`config.mk`:
```
export PLATFORM = sky130hd
export DESIGN_NAME = sdram_frame_sched_flat
export DESIGN_NICKNAME = d
export VERILOG_FILES = /design/src/rtl/sdram_frame_sched_if.sv /design/src/rtl/sdram_frame_sched.sv /design/src/flat_wrapper.sv
export SDC_FILE = /design/constraint.sdc
export NUM_CORES = 1
export LEC_CHECK = 0
export CORE_MARGIN = 2
export CORE_UTILIZATION = 50
export CTS_CLUSTER_DIAMETER = 80
export CTS_CLUSTER_SIZE = 25
export DETAILED_ROUTE_END_ITERATION = 16
export GPL_TIMING_DRIVEN = 0
export PLACE_DENSITY = 0.91
export SLEW_MARGIN = 20
export SYNTH_ARGS = -nofsm -noshare
export SYNTH_HDL_FRONTEND = slang
export SYNTH_SLANG_ARGS = --single-unit
```
`constraint.sdc`:
```
create_clock -name clk -period 2.36 [get_ports clk]
set_input_delay 0.472 -clock clk [delete_from_list [all_inputs] [get_ports clk]]
set_output_delay 0.472 -clock clk [all_outputs]
set_load 0.05 [all_outputs]
```
`src/rtl/sdram_frame_sched_if.sv`:
```
// Bus between the frame scheduler and its surroundings: capture/FIFO glue
// on one side, the SDRAM controller command port on the other.
interface sdram_frame_sched_if #(
   parameter int unsigned ADDR_W = 22
);
   logic              start;
   logic [9:0]        wr_usedw;
   logic [9:0]        rd_usedw;
   logic              cmd_ack;
   logic              cmd_done;
   logic              en_capture;
   logic              cmd_req;
   logic              cmd_wr;
   logic [ADDR_W-1:0] cmd_addr;
   logic              wbuf;
   logic              rbuf;
   logic              frame_rdy;

   // Scheduler side.
   modport master (
      input  start, wr_usedw, rd_usedw, cmd_ack, cmd_done,
      output en_capture, cmd_req, cmd_wr, cmd_addr, wbuf, rbuf, frame_rdy
   );

   // Environment side (glue logic and SDRAM controller).
   modport slave (
      output start, wr_usedw, rd_usedw, cmd_ack, cmd_done,
      input  en_capture, cmd_req, cmd_wr, cmd_addr, wbuf, rbuf, frame_rdy
   );
endinterface

```
`src/rtl/sdram_frame_sched.sv`:
```
// Double-buffered frame scheduler: round-robin arbitration of write/read
// bursts into two SDRAM frame regions, with whole-frame capture dropping.
module sdram_frame_sched #(
   parameter int unsigned BURST       = 256,
   parameter int unsigned FRAME_WORDS = 307200,
   parameter int unsigned RD_LOW      = 256,
   parameter int unsigned ADDR_W      = 22,
   parameter int unsigned BUF0_BASE   = 0,
   parameter int unsigned BUF1_BASE   = 524288
) (
   input logic                 clk,
   input logic                 rst,
   sdram_frame_sched_if.master bus
);

   localparam int unsigned OFF_W = $clog2(FRAME_WORDS);

   typedef enum logic [1:0] {
      S_IDLE,
      S_REQ,
      S_BUSY
   } state_t;

   state_t           state;
   logic             w_full;
   logic             last_wr;
   logic [OFF_W-1:0] woff;
   logic [OFF_W-1:0] roff;

   logic wreq_c;
   logic rreq_c;
   logic grant_wr_c;
   logic w_wrap_c;
   logic r_wrap_c;

   function automatic logic [ADDR_W-1:0] base_addr(input logic b);
      return b ? ADDR_W'(BUF1_BASE) : ADDR_W'(BUF0_BASE);
   endfunction

   // Pending requests, round-robin pick and end-of-frame detection.
   always_comb begin
      wreq_c     = (32'(bus.wr_usedw) >= BURST) && !w_full;
      rreq_c     = bus.frame_rdy && (32'(bus.rd_usedw) < RD_LOW);
      grant_wr_c = wreq_c && (!rreq_c || !last_wr);
      w_wrap_c   = (32'(woff) + BURST) == FRAME_WORDS;
      r_wrap_c   = (32'(roff) + BURST) == FRAME_WORDS;
   end

   // Command FSM with frame/buffer bookkeeping applied on burst completion.
   always_ff @(posedge clk) begin
      if (rst) begin
         state          <= S_IDLE;
         w_full         <= 1'b0;
         last_wr        <= 1'b0;
         woff           <= '0;
         roff           <= '0;
         bus.en_capture <= 1'b0;
         bus.cmd_req    <= 1'b0;
         bus.cmd_wr     <= 1'b0;
         bus.cmd_addr   <= '0;
         bus.wbuf       <= 1'b0;
         bus.rbuf       <= 1'b1;
         bus.frame_rdy  <= 1'b0;
      end else begin
         bus.en_capture <= bus.start && !w_full;
         case (state)
            S_IDLE: begin
               if (wreq_c || rreq_c) begin
                  bus.cmd_req  <= 1'b1;
                  bus.cmd_wr   <= grant_wr_c;
                  bus.cmd_addr <= grant_wr_c ? base_addr(bus.wbuf) + ADDR_W'(woff)
                                             : base_addr(bus.rbuf) + ADDR_W'(roff);
                  last_wr      <= grant_wr_c;
                  state        <= S_REQ;
               end
            end
            S_REQ: begin
               if (bus.cmd_ack) begin
                  bus.cmd_req <= 1'b0;
                  state       <= S_BUSY;
               end
            end
            S_BUSY: begin
               if (bus.cmd_done) begin
                  state <= S_IDLE;
                  if (bus.cmd_wr) begin
                     if (w_wrap_c) begin
                        woff <= '0;
                        if (!bus.frame_rdy) begin
                           bus.rbuf      <= bus.wbuf;
                           bus.wbuf      <= ~bus.wbuf;
                           bus.frame_rdy <= 1'b1;
                        end else begin
                           w_full <= 1'b1;
                        end
                     end else begin
                        woff <= OFF_W'(32'(woff) + BURST);
                     end
                  end else begin
                     if (r_wrap_c) begin
                        roff <= '0;
                        // Without a fresh frame the display re-reads the current one.
                        if (w_full) begin
                           bus.wbuf <= bus.rbuf;
                           bus.rbuf <= bus.wbuf;
                           w_full   <= 1'b0;
                        end
                     end else begin
                        roff <= OFF_W'(32'(roff) + BURST);
                     end
                  end
               end
            end
            default: state <= S_IDLE;
         endcase
      end
   end

endmodule

```
`src/flat_wrapper.sv`:
```
// flat-port wrapper written by rule: the top's interface ports become plain ports
module sdram_frame_sched_flat 
#(
   parameter int unsigned BURST       = 256,
   parameter int unsigned FRAME_WORDS = 307200,
   parameter int unsigned RD_LOW      = 256,
   parameter int unsigned ADDR_W      = 22,
   parameter int unsigned BUF0_BASE   = 0,
   parameter int unsigned BUF1_BASE   = 524288
)
  (clk, rst, bus_start, bus_wr_usedw, bus_rd_usedw, bus_cmd_ack, bus_cmd_done, bus_en_capture, bus_cmd_req, bus_cmd_wr, bus_cmd_addr, bus_wbuf, bus_rbuf, bus_frame_rdy);
  sdram_frame_sched_if #(.ADDR_W(ADDR_W)) bus_i ();
  input logic clk;
  input logic rst;
  input wire logic [$bits(bus_i.start)-1:0] bus_start;
  input wire logic [$bits(bus_i.wr_usedw)-1:0] bus_wr_usedw;
  input wire logic [$bits(bus_i.rd_usedw)-1:0] bus_rd_usedw;
  input wire logic [$bits(bus_i.cmd_ack)-1:0] bus_cmd_ack;
  input wire logic [$bits(bus_i.cmd_done)-1:0] bus_cmd_done;
  output wire logic [$bits(bus_i.en_capture)-1:0] bus_en_capture;
  output wire logic [$bits(bus_i.cmd_req)-1:0] bus_cmd_req;
  output wire logic [$bits(bus_i.cmd_wr)-1:0] bus_cmd_wr;
  output wire logic [$bits(bus_i.cmd_addr)-1:0] bus_cmd_addr;
  output wire logic [$bits(bus_i.wbuf)-1:0] bus_wbuf;
  output wire logic [$bits(bus_i.rbuf)-1:0] bus_rbuf;
  output wire logic [$bits(bus_i.frame_rdy)-1:0] bus_frame_rdy;
  assign bus_i.start = bus_start;
  assign bus_i.wr_usedw = bus_wr_usedw;
  assign bus_i.rd_usedw = bus_rd_usedw;
  assign bus_i.cmd_ack = bus_cmd_ack;
  assign bus_i.cmd_done = bus_cmd_done;
  assign bus_en_capture = bus_i.en_capture;
  assign bus_cmd_req = bus_i.cmd_req;
  assign bus_cmd_wr = bus_i.cmd_wr;
  assign bus_cmd_addr = bus_i.cmd_addr;
  assign bus_wbuf = bus_i.wbuf;
  assign bus_rbuf = bus_i.rbuf;
  assign bus_frame_rdy = bus_i.frame_rdy;
  sdram_frame_sched #(.BURST(BURST), .FRAME_WORDS(FRAME_WORDS), .RD_LOW(RD_LOW), .ADDR_W(ADDR_W), .BUF0_BASE(BUF0_BASE), .BUF1_BASE(BUF1_BASE)) u_core (.clk(clk), .rst(rst), .bus(bus_i));
endmodule
```
After elaboration in Yosys (flattened, before gate mapping)
Index checks and enable logic that the tools add are counted.

Add/sub/neg operators: 4. $lt $le $gt $ge: 2. Equality and inequality tests: 10. Mux-type cells: 26. Bitwise operators: 2. Reductions and logical operators: 21.

Operators by type and width (count): == test 32 x 19 -> 1 bit (second input constant) (2); adder 22 x 19 -> 22 bit (2); adder 19 x 9 -> 20 bit (second input constant) (2); 2-to-1 mux 20 bit (2); 2-to-1 mux 19 bit (2); 2-to-1 mux 22 bit (1); 2-to-1 mux 1 bit (16); AND reduction 3 bit (4); greater-or-equal comparator 10 x 9 -> 1 bit (second input constant) (1); < comparator 10 x 9 -> 1 bit (second input constant) (1); != test 2 bit (second input constant) (5); 2-to-1 mux 2 bit (3); case mux 2 bit (3 select lines) (1); AND reduction 6 bit (1); nonzero test 2 bit (3); AND reduction 5 bit (1); logical AND 1 bit (4); AND reduction 4 bit (1); zero test 1 bit (3); == test 2 x 1 -> 1 bit (second input constant) (1); == test 2 bit (second input constant) (1); zero test 2 bit (1); logical OR 1 bit (2); != test 2 x 1 -> 1 bit (second input constant) (1); 3 further kinds (4).

Flip-flop bits (word level): 69. Input bits: 25. Output and inout bits: 28. Logic and storage cells: 76.

Logic depth before layout (Yosys ltp)
Gate-level depths: netlist of the first run.

Depth in word-level cells: 6. Gate-level depth with buffers: 8. Depth with buffers taken out: 7.

Least setup slack after synthesis of the first run
No wires, ideal clock.

Path type: register -> register. Start point: reg u_core.woff[8]. End point: reg u_core.woff[9]. Setup time: 0.128 ns. Data arrival time: 2.026 ns. Data required time: 2.232 ns. Setup slack: 0.207 ns. Cell stages (with the launch flop): 8. Buffers on the path: 0. Clock period less this slack: 2.153 ns. Cell sequence: dfxtp_1 ha_1 nand3_2 or4_1 a211o_1 a211oi_4 a2bb2oi_1 nor2_1.

Longest elaborated chain between the ends: 3.

RTL lines: start: declaration (RTL line sdram_frame_sched.sv:27) `logic [OFF_W-1:0] woff;`; start signal: assignment (RTL line sdram_frame_sched.sv:97) `woff <= OFF_W'(32'(woff) + BURST);`; adder 19 x 9 -> 20 bit * (RTL line sdram_frame_sched.sv:45) `w_wrap_c = (32'(woff) + BURST) == FRAME_WORDS;`; == test 32 x 19 -> 1 bit (RTL line sdram_frame_sched.sv:45); 2-to-1 mux 19 bit * (RTL line sdram_frame_sched.sv:87) `if (w_wrap_c) begin`.

Every way passes the cells marked *; elsewhere a longest branch is shown, timed or not. A chain may end at the register's enable or synchronous reset.

Worst setup path in the final report of the first run
Start point: reg u_core.woff[8]. End point: reg u_core.bus.rbuf.

Longest elaborated chain between the ends: 4.

RTL lines: adder 19 x 9 -> 20 bit (RTL line sdram_frame_sched.sv:45); == test 32 x 19 -> 1 bit (RTL line sdram_frame_sched.sv:45); != test 2 bit (no source line); AND reduction 6 bit (no source line); end signal: assignment (RTL line sdram_frame_sched.sv:90) `bus.rbuf <= bus.wbuf;`; end signal: assignment (RTL line sdram_frame_sched.sv:105) `bus.rbuf <= bus.wbuf;`; end: declaration (RTL line sdram_frame_sched_if.sv:22) `output en_capture, cmd_req, cmd_wr, cmd_addr, wbuf, rbuf, frame_rdy`.

Every way passes these cells.

==> results of run 1 <==
[where the power goes]
group	internal (mW)	total [mW]	switching, mW
logic	0.116	0.339	0.224
clock network	0.207	0.462	0.255
registers	0.761	0.791	0.0302
[routing by layer]
metal,wire [um],global-route usage [%]
met4,46,7.41
met3,314,4.94
met2,3010,37.5
met5,0,0
met1,2530,29.4
[what timing repair did]
action                                  in CTS  in global routing
gates resized for setup                      9                 15
setup buffers                                1                  2
endpoints found under the setup margin      10                 15
pin swaps                                    1                  3
gates cloned                                 0                  0
[worst max-delay path: stages (launching register included)]
cell and delay, ns:
dfxtp_2 0.43, ha_4 0.19, nand3_4 0.11, or4_1 0.44
a211o_4 0.37, a211oi_4 0.21, buf_6 0.17, a32oi_2 0.08
mux2i_1 0.16
[layout make-up]
| type | count | share of cell area, % |
|---|---|---|
| multi-input cells | 217 | 49.8 |
| flip-flops and latches | 43 | 29.4 |
| repair buffers | 28 | 9.34 |
| plain buffers | 27 | 5.62 |
| clock buffers | 6 | 2.45 |
| well taps | 54 | 2.28 |
| inverters | 5 | 0.634 |
| clock inverters | 2 | 0.422 |
[sequential cells by signal (all words and copies together), names as in the netlist]
name / count
u_core.w_full: 1
u_core.bus.frame_rdy: 1
u_core.last_wr: 1
u_core.roff: 11
u_core.bus.cmd_addr: 12
u_core.bus.wbuf: 1
u_core.bus.rbuf: 1
u_core.bus.cmd_req: 1
u_core.bus.en_capture: 1
u_core.state: 2
u_core.woff: 11
[stage by stage]
step,util (%),std cells,total power [mW]
5_1_grt,63.5,382,1.66
6_report,63.5,382,1.59
3_5_place_dp,59.0,371,1.14
2_1_floorplan,-,292,1.05
3_3_place_gp,59.0,371,1.13
4_1_cts,61.7,380,1.60
[kinds of logic after synthesis]
group	after synthesis	synth area share, %
muxes	14	6.36
other	1	0.156
and+or+nand+nor	117	25.7
xor gates and xnor gates	11	4.02
DFF	43	35.9
adders and majority gates	4	2.09
AOI/OAI and AO/OA	61	18.1
buffers and inverters	32	7.72
[synthesized netlist by cell type, types with 3 or more instances]
| library cell | number |
|---|---|
| o21ai_0 | 5 |
| buf_2 | 4 |
| xor2_1 | 8 |
| nor2_1 | 38 |
| or4_1 | 5 |
| dfxtp_1 | 43 |
| and2_1 | 3 |
| clkbuf_1 | 8 |
| or3_1 | 6 |
| a31oi_1 | 5 |
| nor2b_1 | 3 |
| inv_1 | 5 |
| buf_4 | 13 |
| a211oi_1 | 14 |
| nor3_1 | 3 |
| nand4_1 | 7 |
| nand3_1 | 9 |
| xnor2_1 | 3 |
| nand3b_1 | 6 |
| a21oi_1 | 17 |
| nand2_1 | 20 |
| nor3b_1 | 4 |
| mux2i_1 | 13 |
| ha_1 | 4 |
[final timing paths]
| kind | from | end | slack (ns) | cells after the start |
|---|---|---|---|---|
| min reg2reg | u_core.bus.cmd_addr[19] | u_core.bus.cmd_addr[19] | 0.51 | 2 |
| min | rst | u_core.roff[13] | 0.35 | 2 |
| max | u_core.woff[8] | u_core.bus.rbuf | 0.09 | 8 |
| max reg2reg | u_core.woff[8] | u_core.bus.rbuf | 0.09 | 8 |
==> out/results.txt, run 1 <==
Outcome: finished clean
Worst EP arrival: 2.46 ns
Via density per instance: 5.82
DRC: 0
Core ar.: 4660 um2
Endpoint class of the critical path: flip-flop
Async S/R FF share, synth: 0%
Max Root-Sink Buffers: 2
Hold Path Class: input pin to flip-flop
Maxcap violations: 0
Cell Area, Synth: 2400 um2
Final Max Slew Viols: 0
Critical path startpoint category: flip-flop
First-pass GRT wire length: 9.26 mm
Post-synth top area share: 35.9%
CP max FO: 10
Number of global-route vias before repair: 1960
Final Setup Violations: 0
Achievable frequency: 441 MHz
GP Congestion: 0.902
Pre-antenna DRT Iters: 4
H-Tree Depth: 2
Initial antenna violation count: 0
Initial core utilization: 51.5%
Final WS setup: 0.0925 ns
Clock insertion delay at the later pin of the skew report: 0.30 ns
Register area share after synthesis: 35.9%
Synth area leaders: dfxtp_1 (36%), nor2_1 (5.9%), mux2i_1 (5.4%), a211oi_1 (4.4%), buf_4 (4.1%)
Commonest non-fill, non-tap cell in the layout: nor2_1
Post-place setup slack: -0.374 ns
Post-DP HPWL: 4.21 mm
Storage cell area: 872 um2
Clk sinks: 43
All-Layer GR Usage: 22.7%
Dpl cell area: 2750 um2
Post-synth top flop: dfxtp_1
Most frequent cells in the layout: nor2_1 (37), dfxtp_1 (36), clkdlybuf4s50_1 (25)
Count of unique library cells instantiated by Yosys: 53
Multi-input combinational cell area: 1480 um2
VDD IR-drop max: 0.000276 V
Data required, critical path: 2.55 ns
Fin crit period: 2.27 ns
Wirelength per Cell: 15.5 um
TritonCTS Buffers: 5
Post-route ant nets: 0
RSZ-0062 raised after global routing: no
DIE WIDTH: 73.3 um
Die area: 5370 um2
Post-Syn Area per Cell: 8.48 um2
Count of nets after finishing: 356
Slew @ Worst Pin: 0.796 ns
Routed WL: 5.91 mm
Layout cells sized above 1: 17.1%
Area growth syn-to-layout: 23.5%
Final Hold Vio Count: 0
Hold slack final: 0.348 ns
Post-synth EDFFs: 0
Yosys warning count: 0
#FFs+latches synth: 43
GRT Residual Overflow: 0
Clk slew on worst S/H paths: 0.08 ns
FP Rows: 25
I/O Buffers: 25
DRT iter0 DRCs: 200
Largest net degree at the start of global routing: 14
Routed vias: 2224
Power Dens Cells: 538 nW/um2
Pleak: 1.09 nW
Root Driver: clkbuf_8
Setup Skew: 0.00817 ns
# diodes: 0
Post-Synthesis Cells: 283
Worst Setup Path Type: flip-flop to flip-flop
IO Pins: 53
Die H: 73.3 um
Cell taking the most area after synthesis: dfxtp_1
CTS tree: built
Fillers: 383
Slew Limit Headroom: 46.8%
Final instance area: 2960 um2
Hold_buf cts: 0
Period utilization: 96.1%
TNS Setup: 0 ns
Note: power is estimated with default switching activity, not from simulation.
==> run 2, diff against run 1 <==
--- a/config.mk
+++ b/config.mk
@@ -12,6 +12,7 @@
 export DETAILED_ROUTE_END_ITERATION = 16
 export GPL_TIMING_DRIVEN = 0
 export PLACE_DENSITY = 0.91
+export REMOVE_ABC_BUFFERS = 1
 export SLEW_MARGIN = 20
 export SYNTH_ARGS = -nofsm -noshare
 export SYNTH_HDL_FRONTEND = slang
==> run 2 against run 1 <==
Against the previous run:
- sequential share of layout area grew 1.2 points
- clock power rose by 13%
- sequential power up 1%
- fmax fell by 1.5%
==> out/results.txt, run 2 (synthesis gave the netlist of run 1 again) <==
Pleak: 1.01 nW
Total power: 1.63 mW
Fin cells: 363
Post-DP HPWL: 3.67 mm
Wirelength per Cell: 15.4 um
Largest net degree at the start of global routing: 45
Final Max Slew Viols: 0
Data required, critical path: 2.52 ns
TritonCTS Buffers: 5
Slew @ Worst Pin: 0.888 ns
DRC: 0
Die H: 73.3 um
Worst setup path endpoint: u_core.woff[9]
CP max FO: 7
Count of nets after finishing: 337
Clk sinks: 43
Post-route ant nets: 0
Root Driver: clkbuf_8
Final design utilization: 61.4%
Top flop regs: u_core.bus.cmd_addr x12, u_core.roff x11, u_core.woff x11
Layout cells sized above 1: 14.9%
DRT iter0 DRCs: 188
Commonest non-fill, non-tap cell in the layout: nor2_1
Worst EP arrival: 2.46 ns
Outcome: finished clean
All-Layer GR Usage: 22.7%
Final WS setup: 0.0587 ns
# diodes: 0
Routed vias: 2139
Reg2reg end: u_core.woff[9]
DIE WIDTH: 73.3 um
Initial core utilization: 51.5%
Critical Path Start: u_core.woff[8]
Hold_buf cts: 0
Number of global-route vias before repair: 2033
Initial antenna violation count: 0
First-pass GRT wire length: 9.42 mm
Post-place setup slack: -0.364 ns
Fin crit period: 2.30 ns
Maxcap violations: 0
IO Pins: 53
Reg-to-Reg Start: u_core.woff[8]
Largest Register: u_core.bus.cmd_addr
Most frequent cells in the layout: nor2_1 (38), dfxtp_1 (33), clkdlybuf4s50_1 (25)
Power Dens Cells: 571 nW/um2
CTS tree: built
GP Congestion: 0.918
Final Hold Vio Count: 0
Hold Path Class: flip-flop to flip-flop
Period utilization: 97.5%
Via density per instance: 5.89
Max Root-Sink Buffers: 2
Worst R2R Setup Slack: 0.06 ns
Core ar.: 4660 um2
Inst Count DP: 347
Pre-antenna DRT Iters: 4
Endpoint class of the critical path: flip-flop
Register-to-Register Path Depth: 8
Slew Limit Headroom: 40.7%
Routed WL: 5.58 mm
Achievable frequency: 435 MHz
GRT Residual Overflow: 0
Clk slew on worst S/H paths: 0.08 ns
Critical path startpoint category: flip-flop
VDD IR-drop max: 0.000390 V
Clock insertion delay at the later pin of the skew report: 0.31 ns
H-Tree Depth: 2
TNS Setup: 0 ns
Die area: 5370 um2
Worst Setup Path Type: flip-flop to flip-flop
Setup Skew: 0.00310 ns
I/O Buffers: 26
Area growth syn-to-layout: 19.4%
Final Setup Violations: 0
FP Rows: 25
Max reg flops: 12
## run 2: cell types whose count changed in the layout (fill, tap and decap cells not counted), sizes merged
cell	delta
clkbuf	-7
buf	-10
clkinv	-1
clkinvlp	-1
## run 2: metrics by stage
stage | hold slack (ns) | cell area, um2
2_1_floorplan | 0.468 | 2270
3_3_place_gp | 0.480 | 2590
3_5_place_dp | 0.491 | 2630
4_1_cts | 0.502 | 2760
5_1_grt | 0.525 | 2860
6_report | 0.499 | 2860
## run 2: area by class of cell
type | instances | area, um2
Clock buffer | 8 | 100
Fill cell | 402 | 1800
Timing Repair Buffer | 36 | 345
Tap cell | 54 | 67.6
Sequential cell | 43 | 878
Inverter | 5 | 18.8
Multi-Input combinational cell | 217 | 1450
## run 2: worst min path at each step
stage	start	to	slack (ns)	cells after the start
6_report	u_core.bus.cmd_addr[12]	u_core.bus.cmd_addr[12]	0.50	2
5_1_grt	u_core.bus.cmd_addr[9]	u_core.bus.cmd_addr[9]	0.53	2
4_1_cts	u_core.bus.cmd_addr[12]	u_core.bus.cmd_addr[12]	0.50	2
3_5_place_dp	u_core.bus.cmd_addr[12]	u_core.bus.cmd_addr[12]	0.49	2
3_3_place_gp	u_core.bus.cmd_req	u_core.bus.cmd_req	0.48	2
2_1_floorplan	u_core.w_full	u_core.bus.en_capture	0.47	1
## run 2: critical path: stages, from the launching register on
cell	delay, ns
dfxtp_4	0.38
ha_4	0.16
nand3_4	0.11
or4_4	0.43
a211o_1	0.39
a211oi_4	0.29
buf_6	0.16
a2bb2oi_1	0.17
nor2_1	0.06
## run 2: timing repair
item | in CTS | in global routing
endpoints found under the setup margin | 10 | 15
buffers inserted | 2 | 6
pin swaps | 1 | 3
gates resized for setup | 6 | 17
hold endpoints to repair | 0 | 0
## run 2: power breakdown
group	internal (mW)	total [mW]	switching [mW]	leakage (nW)
registers	0.760	0.801	0.0408	0.356
logic	0.103	0.314	0.210	0.598
clock network	0.267	0.520	0.253	0.0515
total	1.13	1.63	0.505	1.01
## run 2: layer usage
metal	GRT usage [%]	vias up	wire [um]
li1	-	1056	-
met1	29.4	1013	2500
met2	36.2	61	2730
met3	4.94	9	235
met4	9.88	0	121
met5	0	-	0
==> run 3, diff against run 2 <==
--- a/config.mk
+++ b/config.mk
@@ -13,7 +13,9 @@
 export GPL_TIMING_DRIVEN = 0
 export PLACE_DENSITY = 0.91
 export REMOVE_ABC_BUFFERS = 1
+export SKIP_CTS_REPAIR_TIMING = 1
 export SLEW_MARGIN = 20
 export SYNTH_ARGS = -nofsm -noshare
 export SYNTH_HDL_FRONTEND = slang
 export SYNTH_SLANG_ARGS = --single-unit
+export TNS_END_PERCENT = 100
==> run 3 against run 2 <==
Against the previous run:
- hold slack lost 0.00095 ns
- count of clock-buffer cells in the layout unchanged
- highest routed layer unchanged
- fmax is 0.88% higher
- largest power group unchanged
- clock skew is 0.0034 ns higher
- register-to-register slack gained 0.02 ns
==> out/results.txt, run 3 (synthesis gave the netlist of run 1 again) <==
Wirelength per Cell: 15.1 um
Initial antenna violation count: 0
Post-DP HPWL: 3.67 mm
Critical path startpoint category: flip-flop
Via density per instance: 6.02
Root Driver: clkbuf_8
Most frequent cells in the layout: nor2_1 (38), dfxtp_1 (34), clkdlybuf4s50_1 (25)
Slew Limit Headroom: 36.8%
Largest Register: u_core.bus.cmd_addr
IO Pins: 53
Area growth syn-to-layout: 19.1%
VDD IR-drop max: 0.000311 V
Achievable frequency: 438 MHz
All-Layer GR Usage: 22.3%
Initial core utilization: 51.5%
Clock insertion delay at the later pin of the skew report: 0.30 ns
Maxcap violations: 0
Period utilization: 96.7%
Setup Skew: 0.00652 ns
CP max FO: 6
Outcome: finished clean
Commonest non-fill, non-tap cell in the layout: nor2_1
Pleak: 0.995 nW
GRT Residual Overflow: 0
Die H: 73.3 um
Count of nets after finishing: 335
Die area: 5370 um2
Worst EP arrival: 2.51 ns
First-pass GRT wire length: 9.32 mm
Data required, critical path: 2.59 ns
Endpoint class of the critical path: flip-flop
DIE WIDTH: 73.3 um
I/O Buffers: 26
H-Tree Depth: 2
Pre-antenna DRT Iters: 4
Core ar.: 4660 um2
TritonCTS Buffers: 5
Final design utilization: 61.3%
CTS tree: built
# diodes: 0
Number of global-route vias before repair: 1996
Final Max Slew Viols: 0
Fin crit period: 2.28 ns
Hold slack final: 0.498 ns
FP Rows: 25
WHS Path Cells: 2
Max reg flops: 12
Largest net degree at the start of global routing: 45
GP Congestion: 0.918
Register-to-Register Path Depth: 7
Clk sinks: 43
DRC: 0
Power Dens Cells: 569 nW/um2
Max Root-Sink Buffers: 2
Final Setup Violations: 0
Layout cells sized above 1: 14.7%
Total power: 1.63 mW
Clk slew on worst S/H paths: 0.08 ns
Routed vias: 2173
Slew @ Worst Pin: 0.946 ns
Worst Setup Path Type: flip-flop to flip-flop
Routed WL: 5.46 mm
Top flop regs: u_core.bus.cmd_addr x12, u_core.roff x11, u_core.woff x11
Post-route ant nets: 0
DRT iter0 DRCs: 196
Final Hold Vio Count: 0
Hold Path Class: flip-flop to flip-flop
run 3: cell types whose count changed in the layout (fill, tap and decap cells not counted):
| cell | previous run | this run |
|---|---|---|
| nand3_2 | 0 | 1 |
| a211o_4 | 0 | 1 |
| nand3_1 | 9 | 8 |
| dfxtp_2 | 8 | 7 |
| a211o_1 | 1 | 0 |
| buf_4 | 7 | 6 |
| dfxtp_1 | 33 | 34 |
| buf_6 | 2 | 1 |
run 3: per-stage QoR:
| stage | cells | TNS (ns) | setup slack (ns) | cell area [um2] |
|---|---|---|---|---|
| floorplan | 265 | -5.35 | -0.397 | 2270 |
| global placement | 345 | -20.61 | -1.42 | 2590 |
| detailed placement | 347 | -1.65 | -0.364 | 2630 |
| CTS | 355 | -1.47 | -0.202 | 2730 |
| global route | 361 | -0.0327 | -0.0301 | 2860 |
| finish | 361 | 0 | 0.0787 | 2860 |
run 3: final timing paths:
path,startpoint,endpoint,slack (ns)
worst max register to register,u_core.woff[11],u_core.woff[12],0.08
worst max-delay path,u_core.woff[11],u_core.woff[12],0.08
worst min register to register,u_core.bus.cmd_addr[16],u_core.bus.cmd_addr[16],0.50
worst min-delay path,u_core.bus.cmd_addr[16],u_core.bus.cmd_addr[16],0.50
run 3: layer usage:
metal	up-vias	GRT usage, %	wire length (um)
met1	1027	29.2	2310
met5	-	0	0
met3	12	5.08	333
met4	0	11.1	125
met2	84	34.3	2690
li1	1050	-	-
run 3: worst max-delay path, cell delays in order, from the launching register on:
cell      delay [ns]
dfxtp_1         0.50
nand3_1         0.13
or3_1           0.43
o211ai_2        0.32
a211oi_4        0.10
buf_4           0.16
or4_1           0.39
a31oi_1         0.16
run 3: where the power goes:
group	internal, mW	leakage [nW]	switching, mW
sequential	0.760	0.356	0.0406
clock	0.267	0.0515	0.246
combinational	0.103	0.588	0.208
total	1.13	0.995	0.495
run 3: cell type report:
| class | instances | area, um2 |
|---|---|---|
| sequential | 43 | 877 |
| tap | 54 | 67.6 |
| inverter | 5 | 18.8 |
| timing repair buffer | 34 | 327 |
| multi-input combinational | 217 | 1470 |
| clock buffer | 8 | 100 |
| fill | 409 | 1800 |
